<file path="src/rtl/cordic_exp_driver.sv">
// Request/response wrapper around the 6-bit hyperbolic CORDIC exp core: range-reduces the
// argument to 2^k * e^r, runs the core on r, then rescales the core result by 2^k with saturation.
module cordic_exp_driver #(
    parameter int ARG_W       = 10,
    parameter int LN2         = 22,
    parameter int X_INIT      = 32,
    parameter int INIT_CYCLES = 4,
    parameter int MAX_WAIT    = 64,
    parameter int OUT_W       = 16
) (
    input  logic             clk,
    input  logic             rst,
    input  logic             req_valid,
    output logic             req_ready,
    input  logic [ARG_W-1:0] req_arg,
    output logic             core_init,
    output logic [7:0]       core_x,
    output logic [7:0]       core_y,
    output logic [6:0]       core_z,
    input  logic [7:0]       core_exp,
    input  logic             core_done,
    output logic             res_valid,
    input  logic             res_ready,
    output logic [OUT_W-1:0] res_data,
    output logic             res_sat,
    output logic             res_err
);

    localparam int RW    = ARG_W + 1;
    localparam int CNT_W = $clog2(MAX_WAIT + INIT_CYCLES);
    localparam logic signed [RW-1:0] LN2_R  = RW'(LN2);
    localparam logic signed [RW-1:0] HALF_R = RW'(LN2 / 2);

    typedef enum logic [2:0] {
        S_IDLE,
        S_REDUCE,
        S_LAUNCH,
        S_WAIT,
        S_SCALE,
        S_OUT
    } state_t;

    state_t                 state_q, state_d;
    logic signed [RW-1:0]   redArg_q, redArg_d;
    logic signed [5:0]      kExp_q, kExp_d;
    logic [CNT_W-1:0]       cnt_q, cnt_d;
    logic [7:0]             coreExp_q, coreExp_d;
    logic [7:0]             coreX_q, coreX_d;
    logic [7:0]             coreY_q, coreY_d;
    logic [6:0]             coreZ_q, coreZ_d;
    logic [OUT_W-1:0]       resData_q, resData_d;
    logic                   resSat_q, resSat_d;
    logic                   resErr_q, resErr_d;

    logic [6:0]             mag;
    logic [5:0]             negK;
    logic [63:0]            shl;
    logic [OUT_W-1:0]       shr;

    always_ff @(posedge clk or negedge rst) begin
        if (!rst) begin
            state_q   <= S_IDLE;
            redArg_q  <= '0;
            kExp_q    <= '0;
            cnt_q     <= '0;
            coreExp_q <= '0;
            coreX_q   <= '0;
            coreY_q   <= '0;
            coreZ_q   <= '0;
            resData_q <= '0;
            resSat_q  <= 1'b0;
            resErr_q  <= 1'b0;
        end else begin
            state_q   <= state_d;
            redArg_q  <= redArg_d;
            kExp_q    <= kExp_d;
            cnt_q     <= cnt_d;
            coreExp_q <= coreExp_d;
            coreX_q   <= coreX_d;
            coreY_q   <= coreY_d;
            coreZ_q   <= coreZ_d;
            resData_q <= resData_d;
            resSat_q  <= resSat_d;
            resErr_q  <= resErr_d;
        end
    end

    // A negative core result is clamped to zero before rescaling by 2^k.
    always_comb begin
        mag = coreExp_q[7] ? 7'd0 : coreExp_q[6:0];
        negK = 6'(-kExp_q);
        shl = {57'd0, mag} << kExp_q[4:0];
        shr = OUT_W'(mag) >> negK;
    end

    always_comb begin
        state_d   = state_q;
        redArg_d  = redArg_q;
        kExp_d    = kExp_q;
        cnt_d     = cnt_q;
        coreExp_d = coreExp_q;
        coreX_d   = coreX_q;
        coreY_d   = coreY_q;
        coreZ_d   = coreZ_q;
        resData_d = resData_q;
        resSat_d  = resSat_q;
        resErr_d  = resErr_q;

        case (state_q)
            S_IDLE: begin
                if (req_valid) begin
                    redArg_d = {req_arg[ARG_W-1], req_arg};
                    kExp_d   = '0;
                    resSat_d = 1'b0;
                    resErr_d = 1'b0;
                    state_d  = S_REDUCE;
                end
            end
            S_REDUCE: begin
                if (redArg_q > HALF_R) begin
                    redArg_d = redArg_q - LN2_R;
                    kExp_d   = kExp_q + 6'sd1;
                end else if (redArg_q < -HALF_R) begin
                    redArg_d = redArg_q + LN2_R;
                    kExp_d   = kExp_q - 6'sd1;
                end else begin
                    coreX_d = 8'(X_INIT);
                    coreY_d = 8'd0;
                    coreZ_d = redArg_q[6:0];
                    cnt_d   = '0;
                    state_d = S_LAUNCH;
                end
            end
            S_LAUNCH: begin
                if (cnt_q == CNT_W'(INIT_CYCLES - 1)) begin
                    cnt_d   = '0;
                    state_d = S_WAIT;
                end else begin
                    cnt_d = cnt_q + CNT_W'(1);
                end
            end
            // The first WAIT cycle ignores done: the core may still show the previous run's flag.
            S_WAIT: begin
                if ((cnt_q != '0) && core_done) begin
                    coreExp_d = core_exp;
                    state_d   = S_SCALE;
                end else if (cnt_q == CNT_W'(MAX_WAIT - 1)) begin
                    resErr_d  = 1'b1;
                    resData_d = '0;
                    resSat_d  = 1'b0;
                    state_d   = S_OUT;
                end else begin
                    cnt_d = cnt_q + CNT_W'(1);
                end
            end
            S_SCALE: begin
                if (!kExp_q[5]) begin
                    if (|shl[63:OUT_W]) begin
                        resData_d = '1;
                        resSat_d  = 1'b1;
                    end else begin
                        resData_d = shl[OUT_W-1:0];
                        resSat_d  = 1'b0;
                    end
                end else begin
                    resData_d = shr;
                    resSat_d  = 1'b0;
                end
                state_d = S_OUT;
            end
            S_OUT: begin
                if (res_ready) begin
                    state_d = S_IDLE;
                end
            end
            default: state_d = S_IDLE;
        endcase
    end

    assign req_ready = (state_q == S_IDLE);
    assign res_valid = (state_q == S_OUT);
    assign core_init = (state_q == S_LAUNCH);
    assign core_x    = coreX_q;
    assign core_y    = coreY_q;
    assign core_z    = coreZ_q;
    assign res_data  = resData_q;
    assign res_sat   = resSat_q;
    assign res_err   = resErr_q;

endmodule

</file>
<file path="config.mk">
export PLATFORM = sky130hd
export DESIGN_NAME = cordic_exp_driver
export DESIGN_NICKNAME = d
export VERILOG_FILES = /design/src/rtl/cordic_exp_driver.sv
export SDC_FILE = /design/constraint.sdc
export NUM_CORES = 1
export LEC_CHECK = 0
export CAP_MARGIN = 10
export CORE_MARGIN = 5
export CORE_UTILIZATION = 50
export CTS_BUF_LIST = sky130_fd_sc_hd__clkbuf_4
export CTS_CLUSTER_DIAMETER = 60
export DETAILED_ROUTE_END_ITERATION = 10
export GPL_TIMING_DRIVEN = 1
export PLACE_DENSITY = 0.74
export SLEW_MARGIN = 20
export SYNTH_ARGS = -nofsm -noshare
export SYNTH_HDL_FRONTEND = slang
export SYNTH_SLANG_ARGS = --single-unit
</file>
<file path="constraint.sdc">
create_clock -name clk -period 2.7 [get_ports clk]
set_clock_uncertainty 0.1 [all_clocks]
set_input_delay 0.54 -clock clk [delete_from_list [all_inputs] [get_ports clk]]
set_output_delay 0.54 -clock clk [all_outputs]
set_load 0.03 [all_outputs]
</file>
==> impl_results.md, run 1 <==
* Outcome: finished clean
* Core area at 0.00920 mm²
* Syn. warnings at 0
* Synthesized area at 0.00468 mm²
* VDD IR max at 0.801 mV
* Fin area at 0.00553 mm²
* FP Rows at 35
* Post-detail-place hpwl at 8.90 mm
* Fin nets at 620
* Synth Register Bits at 61
* Post-layout util at 60.2%
* Share of layout cells above drive strength 1 at 15.9%
* Critical path type: flip-flop to flip-flop
* Maximum number of pins on one net before global-route repair at 62
* Cell Pwr Density at 1430 mW/mm²
* H-Tree Level Count at 3
* Post-synth EDFFs at 0
* Fin crit share at 96.3%
* Ranking of synthesized cells by area: dfrtp_1, a21oi_1, ha_1
* Beginning of the critical path: redArg_q[3]
* Post-layout min period at 2600 ps
* Routed WL at 11.9 mm
* Vias per inst at 6.11
* Worst slew pin tran at 788 ps
* Max cap viols at 0
* Largest family of logic cells by synthesized area: compound AO/OA/AOI/OAI gates
* Placer Congestion at 0.928
* Hold Slack at 165 ps
* Initial core utilization at 50.9%
* DRT iter0 DRCs at 211
* Total GRT Usage at 21.0%
* RR Startpoint: redArg_q[3]
* First drt pass iteration count at 4
* Leak at 2.37 nW
* Slew headroom at 47.5%
* Top FF cell, synth: dfrtp_1
* Fmax at 385 MHz
* Critical Path Fanout Max at 6
* Die ar. at 0.0114 mm²
* Highest metal layer with signal wires: met4
* Synth-to-Final Area Change at 18.2%
* # setup viols final at 0
* Crit start category: flip-flop
* M1 wire length at 4.92 mm
* Pwr Total at 7.89 mW
* TritonCTS Buffers at 9
* Final hold vios at 0
* I/O Pins at 67
* Worst r2r path cells at 11
* Hold crit path type: primary input to asynchronous set/reset pin
* Initial antenna violation count at 0
* Antenna-violating nets left at 0
* Post-synth top cells: dfrtp_1, a21oi_1, nor2_1
* Filler Cell Count at 815
* Latest clock arrival within the worst-skew pair at 430 ps
* CTS tree: built
* Synth Area in Adders at 4.86%
* Arr. time, crit path at 2820 ps
* Root buffer cell: clkbuf_4
* Met2 WL at 6.10 mm
* Clk sink count at 61
* Via total after detailed routing at 4,256
* FFs w/ async S/R, synth at 100%
* Number of remaining DRC errors at 0
* Die width at 107 µm
* Chip height at 107 µm
* Gr ovfl total at 0
* Clock-pin slew on the worst setup and hold paths at 130 ps
* Drt wl/cell at 17.1 µm
* Worst EP required at 2920 ps
* Antenna diode count at 0
* Number of global-route vias before repair at 4,032
* Yosys top cell by area: dfrtp_1
* Max-slew violations at 0
* Register area share after synthesis at 32.6%
* Post-Synth Simple-Gate Area at 18.9%
* Area share of the largest cell type after synthesis at 32.6%
* Placed cell area at 0.00529 mm²
* Yosys cell types at 87
* IO buf count at 51
* Post-synthesis mux area share at 9.24%
* Maximum root-to-sink buffer count at 2
* Met3 WL post-DR at 552 µm
* Unrepaired setup endpoints after global routing: true
* Synth Area per Inst at 8.97 µm²
* Crit end category: flip-flop
* Cell count after synthesis at 522
* First-pass GRT wire length at 19.4 mm
* Xor/xnor share of the synthesized area at 1.87%
* Synth Area in Compound Gates at 24.1%
* Top-count cell post-synth: dfrtp_1
cells by family (layout without fill, tap and decap cells):
family,count (synthesis),after routing
fa+ha+maj,17,17
flops,61,61
mux,37,37
compound gates,159,159
other cells,1,15
simple gates,165,165
buf+inv,72,121
xor+xnor,10,10
report_power, final:
group,internal [mW],leakage [nW],total (mW),switching (mW)
combinational,2.27,1.50,5.26,2.99
sequential,1.28,0.781,1.79,0.511
clock,0.464,0.0896,0.838,0.374
total,4.01,2.37,7.89,3.88
flip-flops by register name, indices dropped and copies added (netlist names):
name       cells
res_data      16
res_sat        1
redArg_q      11
res_err        1
core_z         7
kExp_q         6
state_q        3
cnt_q          7
coreExp_q      8
core_x         1
critical path, stage by stage (launching register included):
cell and delay, ps:
dfrtp_1 450, a211oi_2 380, a21oi_4 140, inv_1 100
buf_4 150, ha_1 250, a211oi_2 190, o21bai_1 110
a21oi_1 170, xnor2_1 160, o21ai_0 110, a21o_1 190
final timing paths:
| kind | slack, ps | to |
|---|---|---|
| worst max-delay path | 100 | kExp_q[5] |
| worst min-delay path | 170 | redArg_q[10] |
| worst max register to register | 100 | kExp_q[5] |
| worst min register to register | 390 | core_x[5] |
| max in group asynchronous | 1730 | kExp_q[1] |
| min in group clk | 390 | core_x[5] |
stage by stage:
stage / setup slack [ps] / setup TNS [ps] / cells
2_1_floorplan: 41.9 / 0 / 536
3_3_place_gp: 64.4 / 0 / 677
3_5_place_dp: -23.0 / -39.7 / 677
4_1_cts: -5.65 / -5.65 / 693
5_1_grt: -35.2 / -43.9 / 696
6_report: 101 / 0 / 696
cells in the final DEF (no fill, tap or decap), types with 3 or more instances in the layout:
cell	netlist	final
a2111oi_0	3	3
a211oi_1	6	4
a211oi_2	1	3
a21o_1	6	6
a21oi_1	43	42
a221oi_1	4	4
a31oi_1	6	6
and2_1	4	4
buf_4	16	31
bufinv_16	0	3
clkbuf_4	1	9
clkdlybuf4s50_1	0	48
conb_1	1	15
dfrtp_1	61	60
ha_1	15	15
inv_1	23	23
mux2_2	16	16
mux2i_1	16	16
nand2_1	35	35
nand2b_1	7	7
nand3_1	19	19
nand4_1	6	6
nor2_1	37	37
nor2b_1	7	7
nor3_1	10	10
nor4_1	9	8
o211ai_1	7	7
o21a_1	5	5
o21ai_0	34	31
o21ai_1	2	5
o2bb2ai_1	4	4
or3_1	10	10
xnor2_1	4	4
xor2_1	6	6
repair_timing:
action                                  4_1_cts  5_1_grt
endpoints found under the hold margin         0        0
endpoints found under the setup margin        4       20
pin swaps                                     0        5
resized for setup                             3        9
setup buffers                                 0        3
hold buffers                                  0        0
gates cloned                                  0        0
layer usage:
layer / up-vias / GRT usage, %
met4: 0 / 8.49
met5: - / 0
met2: 136 / 36.2
li1: 2019 / -
met3: 32 / 4.09
met1: 2069 / 25.8
layout make-up:
cell class,count,area (µm²),share of cell area (%)
Multi-Input combinational cell,403,2860,51.7
Clock buffer,9,67.6,1.22
Tap cell,111,139,2.51
Clock inverter,7,114,2.06
Inverter,23,86.3,1.56
Timing Repair Buffer,82,739,13.4
Sequential cell,61,1530,27.6
No activity file was read; power rests on OpenSTA's default activity.
==> run 2, diff against run 1 <==
--- a/config.mk
+++ b/config.mk
@@ -6,13 +6,16 @@
 export NUM_CORES = 1
 export LEC_CHECK = 0
 export CAP_MARGIN = 10
+export CELL_PAD_IN_SITES_DETAIL_PLACEMENT = 0
+export CELL_PAD_IN_SITES_GLOBAL_PLACEMENT = 2
 export CORE_MARGIN = 5
-export CORE_UTILIZATION = 50
+export CORE_UTILIZATION = 35
 export CTS_BUF_LIST = sky130_fd_sc_hd__clkbuf_4
 export CTS_CLUSTER_DIAMETER = 60
 export DETAILED_ROUTE_END_ITERATION = 10
 export GPL_TIMING_DRIVEN = 1
-export PLACE_DENSITY = 0.74
+export PLACE_DENSITY = 0.8
+export SKIP_CTS_REPAIR_TIMING = 1
 export SLEW_MARGIN = 20
 export SYNTH_ARGS = -nofsm -noshare
 export SYNTH_HDL_FRONTEND = slang
==> constraint.sdc (replaced) <==
create_clock -name clk -period 2.9 [get_ports clk]
set_clock_uncertainty 0.1 [all_clocks]
set_input_delay 0.58 -clock clk [delete_from_list [all_inputs] [get_ports clk]]
set_output_delay 0.58 -clock clk [all_outputs]
set_load 0.03 [all_outputs]
==> impl_results.md, run 2 (synthesized netlist as in run 1, its figures left out) <==
* Post-layout min period at 2660 ps
* Number of global-route vias before repair at 4,187
* Hold crit path type: primary input to asynchronous set/reset pin
* Combinational fraction of design power at 67.9%
* Filler Cell Count at 1,336
* Clock share of power at 7.4%
* Core area at 0.0132 mm²
* Clk sink count at 61
* Crit path to: req_ready
* Int Pwr at 3.42 mW
* R2r setup slk at 290 ps
* Fin nets at 615
* Worst EP required at 2220 ps
* First-pass GRT wire length at 21.3 mm
* Most frequent cells in the layout: dfrtp_1, clkdlybuf4s50_1, a21oi_1, nor2_1, nand2_1
* Worst r2r path cells at 11
* First drt pass iteration count at 4
* FP Rows at 42
* CTS tree: built
* Sw Pwr at 3.56 mW
* Crit end category: output pin
* Commonest non-fill, non-tap cell in the layout: dfrtp_1
* Outcome: finished clean
* Reg2reg end: redArg_q[10]
* Antenna-violating nets left at 0
* H-Tree Level Count at 3
* Sw Ratio at 51.0%
* TritonCTS Buffers at 9
* Number of remaining DRC errors at 0
* Fmax at 376 MHz
* Gr ovfl total at 0
* Final worst slack at 241 ps
* Largest register FFs at 16
* CP max stage cell: clkdlybuf4s50_1
* Vias per inst at 5.46
* Cell Pwr Density at 1270 mW/mm²
* Leak at 2.32 nW
* Clock-pin slew on the worst setup and hold paths at 110 ps
* Slew headroom at 54.1%
* Critical Path, Cell by Cell: nor3_1, buf_4, clkdlybuf4s50_1
* Initial core utilization at 35.5%
* Antenna diode count at 0
* Post-detail-place hpwl at 9.54 mm
* DRT iter0 DRCs at 280
* Via total after detailed routing at 4,125
* Crit start category: flip-flop
* Chip height at 126 µm
* Share of layout cells above drive strength 1 at 14.5%
* Synth-to-Final Area Change at 17.3%
* TNS Setup at 0 ps
* Final hold vios at 0
* Die ar. at 0.0158 mm²
* Maximum root-to-sink buffer count at 2
* Root buffer cell: clkbuf_4
* Critical Path Fanout Max at 11
* # setup viols final at 0
* Routed WL at 12.7 mm
* Beginning of the critical path: state_q[1]
* I/O Pins at 67
* Unrepaired setup endpoints after global routing: false
* Max cap viols at 0
* Arr. time, crit path at 1980 ps
* Area of the multi-input gates at 0.00284 mm²
* Maximum number of pins on one net before global-route repair at 62
* RR Startpoint: redArg_q[6]
* VDD IR max at 0.640 mV
* Placer Congestion at 0.817
* Slowest Stage Delay on Critical Path at 660 ps
* Total GRT Usage at 16.6%
* Seq pwr share at 24.7%
* Latest clock arrival within the worst-skew pair at 440 ps
* IO buf count at 51
* Initial antenna violation count at 0
* Die width at 126 µm
* Critical path type: flip-flop to output pin
* Drt wl/cell at 16.8 µm
* Register cell area after layout at 0.00153 mm²
* Fin crit share at 91.7%
* Worst slew pin tran at 687 ps
* Max-slew violations at 0
* Worst slack, placed at 32.7 ps
run 2: cell count changes in the layout (fill, tap and decap cells not counted), sizes merged:
cell           change
buf                -5
bufinv             -3
clkbuf             +1
clkdlybuf4s50      +1
clkinv             +3
clkinvlp           -1
dlygate4sd2        -1
run 2: area by class of cell:
class                      instances  area share [%]
tap                              176            4.01
sequential                        61            27.8
multi-input combinational        403            51.7
clock buffer                      10            1.37
clock inverter                     6           0.547
inverter                          23            1.57
timing repair buffer              77            13.0
run 2: power groups by stage:
stage / Combinational (mW) / Clock (mW) / Sequential [mW]
after floorplan: 3.53 / 0 / 1.63
after global placement: 4.70 / 0 / 1.71
after detailed placement: 4.73 / 0 / 1.73
after CTS: 4.76 / 0.534 / 1.71
after global routing: 5.27 / 0.570 / 1.80
final: 4.75 / 0.515 / 1.72
run 2: per-stage QoR:
step / utilization, % / hold slack [ps] / total power, mW / cell area (µm²) / instances
finish: 41.7 / 36.6 / 6.98 / 5490 / 756
global route: 41.7 / 45.8 / 7.64 / 5490 / 756
CTS: 41.5 / 30.8 / 7.00 / 5470 / 756
detailed placement: 40.7 / 366 / 6.46 / 5360 / 740
global placement: 40.7 / 352 / 6.41 / 5360 / 740
floorplan: - / 184 / 5.16 / 4740 / 536
run 2: layer usage:
| layer | GRT usage [%] | vias to the layer above | wire length [µm] |
|---|---|---|---|
| met5 | 0 | - | 0 |
| met4 | 5.23 | 0 | 236 |
| met3 | 3.68 | 14 | 385 |
| met2 | 29.6 | 76 | 6620 |
| met1 | 19.8 | 2021 | 5480 |
| li1 | - | 2014 | - |
run 2: worst min-delay path by stage:
stage | slack, ps | cells past startpoint | end
floorplan | 180 | 0 | cnt_q[0]
detailed placement | 370 | 1 | core_x[5]
global route | 50 | 2 | res_data[8]
finish | 40 | 2 | res_data[8]
global placement | 350 | 1 | core_x[5]
CTS | 30 | 2 | res_data[8]
run 2: critical path: cells and delay by family, from the launching register on:
kind / cells / cell delay, ps
and+or+nand+nor: 1 / 220
DFF: 1 / 510
buffers and inverters: 2 / 810
==> run 3, diff against run 2 <==
--- a/config.mk
+++ b/config.mk
@@ -15,7 +15,6 @@
 export DETAILED_ROUTE_END_ITERATION = 10
 export GPL_TIMING_DRIVEN = 1
 export PLACE_DENSITY = 0.8
-export SKIP_CTS_REPAIR_TIMING = 1
 export SLEW_MARGIN = 20
 export SYNTH_ARGS = -nofsm -noshare
 export SYNTH_HDL_FRONTEND = slang
==> constraint.sdc (replaced) <==
create_clock -name clk -period 2.9 [get_ports clk]
set_clock_uncertainty 0.1 [all_clocks]
set_input_delay 0.58 -clock clk [delete_from_list [all_inputs] [get_ports clk]]
set_output_delay 0.58 -clock clk [all_outputs]
set_load 0.02 [all_outputs]
==> impl_results.md, run 3 (synthesized netlist as in run 1, its figures left out) <==
* Arr. time, crit path at 2040 ps
* Dpl cells at 736
* Share of layout cells above drive strength 1 at 14.2%
* Cell Pwr Density at 1280 mW/mm²
* CP max stage cell: clkdlybuf4s50_1
* Clk sink count at 61
* Max-slew violations at 0
* CP bufs+invs at 1
* Max cap viols at 0
* Vias per inst at 5.50
* Routed WL at 12.8 mm
* Latest clock arrival within the worst-skew pair at 440 ps
* Via total after detailed routing at 4,137
* Leak at 2.31 nW
* Outcome: finished clean
* Slew headroom at 52.4%
* Total GRT Usage at 16.3%
* First-pass GRT wire length at 21.1 mm
* Commonest non-fill, non-tap cell in the layout: dfrtp_1
* Fin cells at 752
* Critical Path Fanout Max at 10
* Initial antenna violation count at 0
* Maximum number of pins on one net before global-route repair at 62
* Synth-to-Final Area Change at 18.3%
* First drt pass iteration count at 4
* Core area at 0.0132 mm²
* Worst slew pin tran at 712 ps
* Critical path type: flip-flop to output pin
* # setup viols final at 0
* Hold crit path type: primary input to asynchronous set/reset pin
* Maximum root-to-sink buffer count at 2
* Initial core utilization at 35.5%
* Critical Path, Cell by Cell: nor3_1, clkdlybuf4s50_1
* DRT iter0 DRCs at 246
* Fmax at 368 MHz
* I/O Pins at 67
* Post-layout min period at 2720 ps
* Filler Cell Count at 1,303
* Largest register FFs at 16
* Postcts setup bufs at 0
* Crit end category: output pin
* TritonCTS Buffers at 9
* CTS tree: built
* Number of global-route vias before repair at 4,159
* Root buffer cell: clkbuf_4
* Clock-pin slew on the worst setup and hold paths at 110 ps
* Antenna diode count at 0
* Chip height at 126 µm
* Fin crit share at 93.7%
* Gr ovfl total at 0
* Drt wl/cell at 17.0 µm
* Fin nets at 611
* Post-CTS Hold Fix Bufs at 0
* Most frequent cells in the layout: dfrtp_1, clkdlybuf4s50_1, a21oi_1, nor2_1, nand2_1
* Crit start category: flip-flop
* Post-layout util at 42.0%
* Die ar. at 0.0158 mm²
* Post-detail-place hpwl at 9.48 mm
* Antenna-violating nets left at 0
* FP Rows at 42
* Placer Congestion at 0.893
* Final hold vios at 0
* VDD IR max at 0.452 mV
* Worst EP required at 2220 ps
* H-Tree Level Count at 3
* Top delay family on crit path: buffers and inverters
* Slowest Stage Delay on Critical Path at 690 ps
* IO buf count at 51
* Number of remaining DRC errors at 0
* Die width at 126 µm
==> run 3: cell count changes in the layout (fill, tap and decap cells not counted), sizes merged <==
cell and delta:
clkdlybuf4s50 +1, buf -4, bufinv +2, clkbuf -1
dlymetal6s2s -1, inv +1, clkinv -2
==> run 3: timing repair <==
action,4_1_cts,5_1_grt
endpoints found under the hold margin,0,0
gates resized for setup,0,7
setup endpoints to repair,0,7
==> run 3: metal layers <==
metal / wire length [µm] / track usage (%) / up-vias
met3: 401 / 3.73 / 15
met4: 221 / 5.55 / 0
met5: 0 / 0 / -
met2: 6570 / 28.7 / 80
li1: - / - / 2005
met1: 5570 / 19.7 / 2037
==> run 3: worst paths after layout <==
kind / from / end / slack [ps] / depth (start not counted)
min: rst / res_data[10] / 20 / 2
max reg2reg: redArg_q[7] / redArg_q[10] / 220 / 11
max in group asynchronous: rst / kExp_q[3] / 2350 / 2
max: state_q[2] / req_ready / 180 / 2
min in group clk: core_x[5] / core_x[5] / 380 / 1
min reg2reg: core_x[5] / core_x[5] / 380 / 1
==> run 3: stage by stage <==
step | hold WS (ps) | power (mW) | setup WS [ps] | setup TNS (ps) | cell area (µm²)
finish | 18.1 | 7.10 | 183 | 0 | 5540
floorplan | 184 | 5.06 | 81.7 | 0 | 4740
detailed placement | 360 | 6.36 | 52.2 | 0 | 5360
CTS | 9.61 | 7.10 | 3.02 | 0 | 5510
global placement | 352 | 6.28 | 109 | 0 | 5360
global route | 29.7 | 7.74 | -31.3 | -52.8 | 5540
==> run 3: cell type report <==
type	instances	area, µm²	share of cell area [%]
flip-flops and latches	61	1530	27.6
clock buffers	9	67.6	1.22
inverters	23	86.3	1.56
well taps	176	220	3.98
repair buffers	73	708	12.8
multi-input cells	403	2840	51.3
clock inverters	7	88.8	1.60
==> run 3: worst reg2reg max path, cell delays in order, from the launching register on <==
cell	delay, ps
dfrtp_1	440
nor4_2	360
a21oi_2	150
inv_1	90
buf_4	150
ha_1	280
a21oi_1	190
nor2b_1	80
o21ai_1	220
a21oi_1	100
o21a_1	170
o311ai_0	250
==> run 3: where the power goes <==
part           internal, mW  switching [mW]  leakage [nW]
registers              1.19           0.530         0.783
logic                  2.08            2.62          1.44
clock network         0.345           0.346        0.0814
